[src/rtl/mem_port_arbiter_if.sv]
// Requester/adaptor bundle for mem_port_arbiter: slave is the arbiter's view,
// master is the view of the caches plus cacheline adaptor around it.
interface mem_port_arbiter_if #(
   parameter int NUM_PORTS = 2,
   parameter int LINE_W    = 256,
   parameter int ADDR_W    = 32
) ();
   localparam int IDX_W = $clog2(NUM_PORTS);

   logic [NUM_PORTS-1:0]        port_read;
   logic [NUM_PORTS-1:0]        port_write;
   logic [NUM_PORTS*ADDR_W-1:0] port_addr;
   logic [NUM_PORTS*LINE_W-1:0] port_wdata;
   logic [LINE_W-1:0]           port_rdata;
   logic [NUM_PORTS-1:0]        port_resp;

   logic [LINE_W-1:0]           mem_rdata;
   logic                        mem_resp;
   logic                        mem_read;
   logic                        mem_write;
   logic [ADDR_W-1:0]           mem_address;
   logic [LINE_W-1:0]           mem_wdata;

   logic                        grant_valid;
   logic [IDX_W-1:0]            grant_idx;

   modport slave (
      input  port_read, port_write, port_addr, port_wdata, mem_rdata, mem_resp,
      output port_rdata, port_resp, mem_read, mem_write, mem_address, mem_wdata,
      output grant_valid, grant_idx
   );

   modport master (
      output port_read, port_write, port_addr, port_wdata, mem_rdata, mem_resp,
      input  port_rdata, port_resp, mem_read, mem_write, mem_address, mem_wdata,
      input  grant_valid, grant_idx
   );
endinterface

[src/rtl/mem_port_arbiter.sv]
// Round-robin arbiter of NUM_PORTS line requesters onto one adaptor port; grant one
// cycle after request, response passed through combinationally, grant held until mem_resp.
module mem_port_arbiter #(
   parameter int NUM_PORTS = 2,
   parameter int LINE_W    = 256,
   parameter int ADDR_W    = 32
) (
   input  logic              clk_i,
   input  logic              rst_ni,
   mem_port_arbiter_if.slave bus
);
   localparam int IDX_W = $clog2(NUM_PORTS);
   localparam logic [IDX_W-1:0] LAST_IDX = IDX_W'(NUM_PORTS - 1);

   typedef enum logic [1:0] {
      IDLE = 2'b01,
      BUSY = 2'b10
   } state_e;

   state_e           state_q, state_d;
   logic [IDX_W-1:0] grant_idx_q, grant_idx_d;
   logic [IDX_W-1:0] rr_ptr_q, rr_ptr_d;
   logic             grant_valid_q, grant_valid_d;

   logic [NUM_PORTS-1:0] req;
   logic                 pick_vld;
   logic [IDX_W-1:0]     pick_idx;
   logic [IDX_W-1:0]     next_ptr;

   assign req = bus.port_read | bus.port_write;

   // Scan from farthest to nearest so the requester closest to rr_ptr wins.
   always_comb begin : rr_pick
      int cand;
      pick_vld = 1'b0;
      pick_idx = '0;
      cand     = 0;
      for (int i = NUM_PORTS - 1; i >= 0; i--) begin
         cand = int'(rr_ptr_q) + i;
         if (cand >= NUM_PORTS) begin
            cand = cand - NUM_PORTS;
         end
         if (req[IDX_W'(cand)]) begin
            pick_vld = 1'b1;
            pick_idx = IDX_W'(cand);
         end
      end
   end

   assign next_ptr = (grant_idx_q == LAST_IDX) ? '0 : grant_idx_q + IDX_W'(1);

   always_comb begin : fsm_next
      state_d         = state_q;
      grant_idx_d     = grant_idx_q;
      rr_ptr_d        = rr_ptr_q;
      bus.mem_read    = 1'b0;
      bus.mem_write   = 1'b0;
      bus.mem_address = '0;
      bus.mem_wdata   = '0;
      bus.port_resp   = '0;

      case (state_q)
         IDLE: begin
            if (pick_vld) begin
               state_d     = BUSY;
               grant_idx_d = pick_idx;
            end
         end
         BUSY: begin
            // Write wins so the adaptor never sees read and write together.
            bus.mem_write   = bus.port_write[grant_idx_q];
            bus.mem_read    = bus.port_read[grant_idx_q] & ~bus.port_write[grant_idx_q];
            bus.mem_address = bus.port_addr[int'(grant_idx_q)*ADDR_W +: ADDR_W];
            bus.mem_wdata   = bus.port_wdata[int'(grant_idx_q)*LINE_W +: LINE_W];
            bus.port_resp[grant_idx_q] = bus.mem_resp;
            if (bus.mem_resp) begin
               state_d  = IDLE;
               rr_ptr_d = next_ptr;
            end else if (!req[grant_idx_q]) begin
               // Abandoned request: release without advancing fairness pointer.
               state_d = IDLE;
            end
         end
         default: begin
            state_d = IDLE;
         end
      endcase
   end

   assign grant_valid_d = (state_d == BUSY);

   always_ff @(posedge clk_i or negedge rst_ni) begin
      if (!rst_ni) begin
         state_q       <= IDLE;
         grant_idx_q   <= '0;
         rr_ptr_q      <= '0;
         grant_valid_q <= 1'b0;
      end else begin
         state_q       <= state_d;
         grant_idx_q   <= grant_idx_d;
         rr_ptr_q      <= rr_ptr_d;
         grant_valid_q <= grant_valid_d;
      end
   end

   assign bus.grant_valid = grant_valid_q;
   assign bus.grant_idx   = grant_idx_q;
   assign bus.port_rdata  = bus.mem_rdata;
endmodule

[src/flat_wrapper.sv]
// flat-port wrapper written by rule: the top's interface ports become plain ports
module mem_port_arbiter_flat 
#(
   parameter int NUM_PORTS = 2,
   parameter int LINE_W    = 256,
   parameter int ADDR_W    = 32
)
  (clk_i, rst_ni, bus_port_read, bus_port_write, bus_port_addr, bus_port_wdata, bus_mem_rdata, bus_mem_resp, bus_port_rdata, bus_port_resp, bus_mem_read, bus_mem_write, bus_mem_address, bus_mem_wdata, bus_grant_valid, bus_grant_idx);
  mem_port_arbiter_if #(.NUM_PORTS(NUM_PORTS), .LINE_W(LINE_W), .ADDR_W(ADDR_W)) bus_i ();
  input  logic clk_i;
  input  logic rst_ni;
  input wire logic [$bits(bus_i.port_read)-1:0] bus_port_read;
  input wire logic [$bits(bus_i.port_write)-1:0] bus_port_write;
  input wire logic [$bits(bus_i.port_addr)-1:0] bus_port_addr;
  input wire logic [$bits(bus_i.port_wdata)-1:0] bus_port_wdata;
  input wire logic [$bits(bus_i.mem_rdata)-1:0] bus_mem_rdata;
  input wire logic [$bits(bus_i.mem_resp)-1:0] bus_mem_resp;
  output wire logic [$bits(bus_i.port_rdata)-1:0] bus_port_rdata;
  output wire logic [$bits(bus_i.port_resp)-1:0] bus_port_resp;
  output wire logic [$bits(bus_i.mem_read)-1:0] bus_mem_read;
  output wire logic [$bits(bus_i.mem_write)-1:0] bus_mem_write;
  output wire logic [$bits(bus_i.mem_address)-1:0] bus_mem_address;
  output wire logic [$bits(bus_i.mem_wdata)-1:0] bus_mem_wdata;
  output wire logic [$bits(bus_i.grant_valid)-1:0] bus_grant_valid;
  output wire logic [$bits(bus_i.grant_idx)-1:0] bus_grant_idx;
  assign bus_i.port_read = bus_port_read;
  assign bus_i.port_write = bus_port_write;
  assign bus_i.port_addr = bus_port_addr;
  assign bus_i.port_wdata = bus_port_wdata;
  assign bus_i.mem_rdata = bus_mem_rdata;
  assign bus_i.mem_resp = bus_mem_resp;
  assign bus_port_rdata = bus_i.port_rdata;
  assign bus_port_resp = bus_i.port_resp;
  assign bus_mem_read = bus_i.mem_read;
  assign bus_mem_write = bus_i.mem_write;
  assign bus_mem_address = bus_i.mem_address;
  assign bus_mem_wdata = bus_i.mem_wdata;
  assign bus_grant_valid = bus_i.grant_valid;
  assign bus_grant_idx = bus_i.grant_idx;
  mem_port_arbiter #(.NUM_PORTS(NUM_PORTS), .LINE_W(LINE_W), .ADDR_W(ADDR_W)) u_core (.clk_i(clk_i), .rst_ni(rst_ni), .bus(bus_i));
endmodule
[config.mk]
export PLATFORM = sky130hd
export DESIGN_NAME = mem_port_arbiter_flat
export DESIGN_NICKNAME = d
export VERILOG_FILES = /design/src/rtl/mem_port_arbiter_if.sv /design/src/rtl/mem_port_arbiter.sv /design/src/flat_wrapper.sv
export SDC_FILE = /design/constraint.sdc
export NUM_CORES = 1
export LEC_CHECK = 0
export ABC_CLOCK_PERIOD_IN_PS = 1700
export BUFFER_PORTS_ARGS = -buffer_cell sky130_fd_sc_hd__buf_4
export CAP_MARGIN = 0
export CELL_PAD_IN_SITES_DETAIL_PLACEMENT = 0
export CELL_PAD_IN_SITES_GLOBAL_PLACEMENT = 1
export CORE_AREA = 3 3 534 536
export DETAILED_ROUTE_END_ITERATION = 16
export DIE_AREA = 0 0 537 539
export GPL_TIMING_DRIVEN = 0
export PLACE_DENSITY = 0.3
export RECOVER_POWER = 25
export SYNTH_ARGS = -nofsm -noshare
export SYNTH_HDL_FRONTEND = slang
export SYNTH_SLANG_ARGS = --single-unit
[constraint.sdc]
create_clock -name clk_i -period 1.7 [get_ports clk_i]
set_input_delay 0.085 -clock clk_i [delete_from_list [all_inputs] [get_ports clk_i]]
set_output_delay 0.085 -clock clk_i [all_outputs]
set_load 0.01 [all_outputs]
==> impl_metrics.toml <==
[finish]
nFillCells = 33200
syn_to_final_growth_pct = 244
layout.nets = 2954
drive_above_1_share_pct = 76.8
final_cells = 5880

[sta]
setup_tns_ps = -58000
grt_setup_unrepaired = "true"
setup_violations = 292
post-route-period-util_pct = 123
max_freq_mhz = 479
min_period_ps = 2090
skew_ps = 2.36
maxSlewViolCount = 0
finalHoldViolations = 0
relSlewSlack_pct = 64.7
worst_slack_ps = -389
tightest_slew_ps = 519

[synth]
synth.top_cell.area_share_pct = 44.0
yosysTopAreaCell = "mux2i_1"
syn_area_per_cell_sq_um = 7.05
seq_area_frac_synth_pct = 1.92
synth_cell_type_count = 23
syn_nets = 1773
synthTopCellsByArea = "mux2i_1 (44%), buf_4 (32%), nor2_1 (17%), dfrtp_1 (1.5%), clkbuf_1 (1.1%)"
ys_ff_latch = 5
syn_inst = 932
yosysWarnings = 0
synth_area_sq_mm = 0.00657

[run_status]
status = "complete, but fails checks"
violations = "negative setup slack"

[critical_path]
cp-endpoint = "bus_mem_wdata[106]"
critical_path_depth = 8
cp_slowest_cell = "dfrtp_2"
reg2reg_to = "u_core.bus.grant_valid$_DFF_PN0_"
crit_family = "buffers and inverters"
max_stage_delay_ps = 460
cp_max_fo = 8
critPathKind = "flop to primary output"
ff2ff_setup_slack_ps = -10
worstSetupEndpointType = "primary output"
crit_buf_inv = 6
rr_startpoint = "u_core.bus.grant_idx$_DFFE_PN0P_"
crit_start = "u_core.bus.grant_idx$_DFFE_PN0P_"
rr_worst_depth = 5
worstPathRequired_ps = 1620
cp.arrival_ps = 2000
critical_path.startpoint_type = "flop"
crit_chain = "buf_12 > buf_16 > buf_16 > buf_12 > buf_8 > mux2i_4 > nor2_2 > buf_6"

[run]
maxCapViolCount = 0

[routing]
ant_nets = 0
vias_per_cell = 2.06
drtIter0Drc = 440
wl_per_cell_um = 29.5
finalWirelength_mm = 174
drcViolationCount = 0
first_pass_iters = 4
vias = 12100

[cts]
clock-sinks = 5
clk_latency_ps = 230
htreeDepth = 1
cts_tree = "built"
cts.root.buffer_cell = "clkbuf_16"
path_clk_slew_ps = 30
clk_path_buf_depth = 2
numCtsBuffers = 3

[power]
ir_drop_mv = 0.313
power.density_mw_per_mm2 = 867
p_leak_nw = 9.49

[die]
core_sq_mm = 0.281
row_count = 195
die_w_um = 537
start_util_pct = 2.33
fp.dieArea_sq_mm = 0.289
io_pins = 1389
die_h_um = 539

[global_routing]
grt_max_degree = 11
grt_pass1_wl_mm = 197
grt_usage_pct = 11.3
grt-ovfl-total = 0
grt_pass1_vias = 12700
antenna_found_initial = 151

[place]
finalWeightedCongestion = 0.892
hpwl_mm = 164
dpl_worst_slack_ps = -1960
dp.cells = 5811
portBuffers = 1132

[worst_hold_path]
hold_class = "input pin to flop"
worst register-to-register path: stages, from the launching register on:
cell and delay (ps):
dfrtp_2 460, buf_12 190, buf_4 170, or3b_1 200, o311ai_1 150, a2111oi_2 430
placed cells by master, fill, tap and decap left out, types with 2 or more instances in the layout:
cell,count
nor2_2,40
buf_6,36
nor2_1,247
clkbuf_1,65
a21o_1,2
o31ai_1,2
clkbuf_16,13
diode_2,25
clkbuf_4,4
a21oi_1,2
mux2i_4,95
nand2_1,2
dfrtp_1,2
nor2_4,7
buf_16,9
mux2i_1,158
buf_8,10
buf_4,1322
clkbuf_8,3
inv_1,2
mux2i_2,36
dfrtp_2,2
buf_2,5
buf_12,32
cells by family (layout without fill, tap and decap cells):
| kind of cell | after synthesis | count (layout) | synth area share (%) |
|---|---|---|---|
| and+or+nand+nor | 300 | 300 | 17.3 |
| buffers and inverters | 324 | 1504 | 34.8 |
| DFF | 5 | 5 | 1.92 |
| muxes | 290 | 290 | 44.2 |
| AOI/OAI and AO/OA | 11 | 11 | 1.35 |
| adders and majority gates | 2 | 2 | 0.381 |
| other | 0 | 25 | 0 |
cell type report:
cell class | count | area (sq um) | share of cell area (%)
Tap cell | 3743 | 4680 | 20.7
Clock buffer | 4 | 78.8 | 0.349
Multi-Input combinational cell | 603 | 5670 | 25.1
Sequential cell | 5 | 129 | 0.570
Inverter | 3 | 23.8 | 0.105
Buffer | 319 | 2950 | 13.1
Antenna cell | 25 | 62.6 | 0.277
Timing Repair Buffer | 1178 | 9020 | 39.9
layer usage:
| layer | vias up | track usage (%) | share of wire, % |
|---|---|---|---|
| met5 | - | 0 | 0.44 |
| met4 | 114 | 1.42 | 1.7 |
| met3 | 242 | 7.40 | 15 |
| met2 | 1024 | 18.5 | 45 |
| met1 | 5496 | 12.3 | 37 |
| li1 | 5219 | - | - |
worst min-delay path by stage:
| stage | startpoint | endpoint | slack (ps) | depth (start not counted) |
|---|---|---|---|---|
| detailed placement | rst_ni | u_core.bus.grant_idx$_DFFE_PN0P_ | -110 | 1 |
| global placement | rst_ni | u_core.bus.grant_valid$_DFF_PN0_ | -110 | 1 |
| CTS | bus_port_write[0] | u_core.state_q[0]$_DFF_PN1_ | 220 | 3 |
| global route | bus_port_read[0] | u_core.state_q[0]$_DFF_PN1_ | 250 | 3 |
| finish | bus_mem_resp | u_core.rr_ptr_q$_DFFE_PN0P_ | 210 | 3 |
| floorplan | rst_ni | u_core.bus.grant_idx$_DFFE_PN0P_ | -210 | 0 |
stage by stage:
| stage | area (sq um) | total power, mW | hold slack, ps | util [%] |
|---|---|---|---|---|
| global route | 22600 | 20.8 | 250 | 8.02 |
| finish | 22600 | 19.6 | 214 | 8.04 |
| CTS | 21600 | 18.2 | 216 | 7.67 |
| detailed placement | 19800 | 14.6 | -107 | 7.04 |
| floorplan | 6570 | 6.40 | -211 | - |
| global placement | 19700 | 14.6 | -108 | 7.02 |
report_power, final:
group / total (mW) / leakage [nW] / switching (mW) / internal [mW]
clock network: 0.395 / 0.0383 / 0.0834 / 0.311
registers: 0.263 / 0.0594 / 0.0747 / 0.188
logic: 18.9 / 9.40 / 9.62 / 9.33
total: 19.6 / 9.49 / 9.77 / 9.83
what timing repair did:
item | in CTS | in global routing
cloned | 4 | 5
gates resized for setup | 311 | 222
hold endpoints to repair | 5 | 0
endpoints found under the setup margin | 297 | 292
setup buffers | 19 | 17
hold buffers | 1 | 0
pin swaps | 4 | 6
cell usage after synthesis:
cell       instances
o311ai_0           1
dfstp_2            1
a2bb2oi_1          1
a21oi_1            2
o31ai_1            2
o311ai_1           1
and3b_1            1
clkbuf_1          20
buf_2             11
a21o_1             2
o21a_1             1
dfrtp_1            4
a2111oi_2          1
or3b_1             1
buf_4            281
buf_1              9
nor2_1           294
mux2i_1          289
mux2_2             1
nand2_1            3
ha_1               2
inv_1              3
and3_1             1
registers in the layout (all words and copies together) (netlist names):
register / flops
u_core.bus.grant_idx: 1
u_core.state_q: 2
u_core.bus.grant_valid: 1
u_core.rr_ptr_q: 1
(Power assumes the default switching activity.)
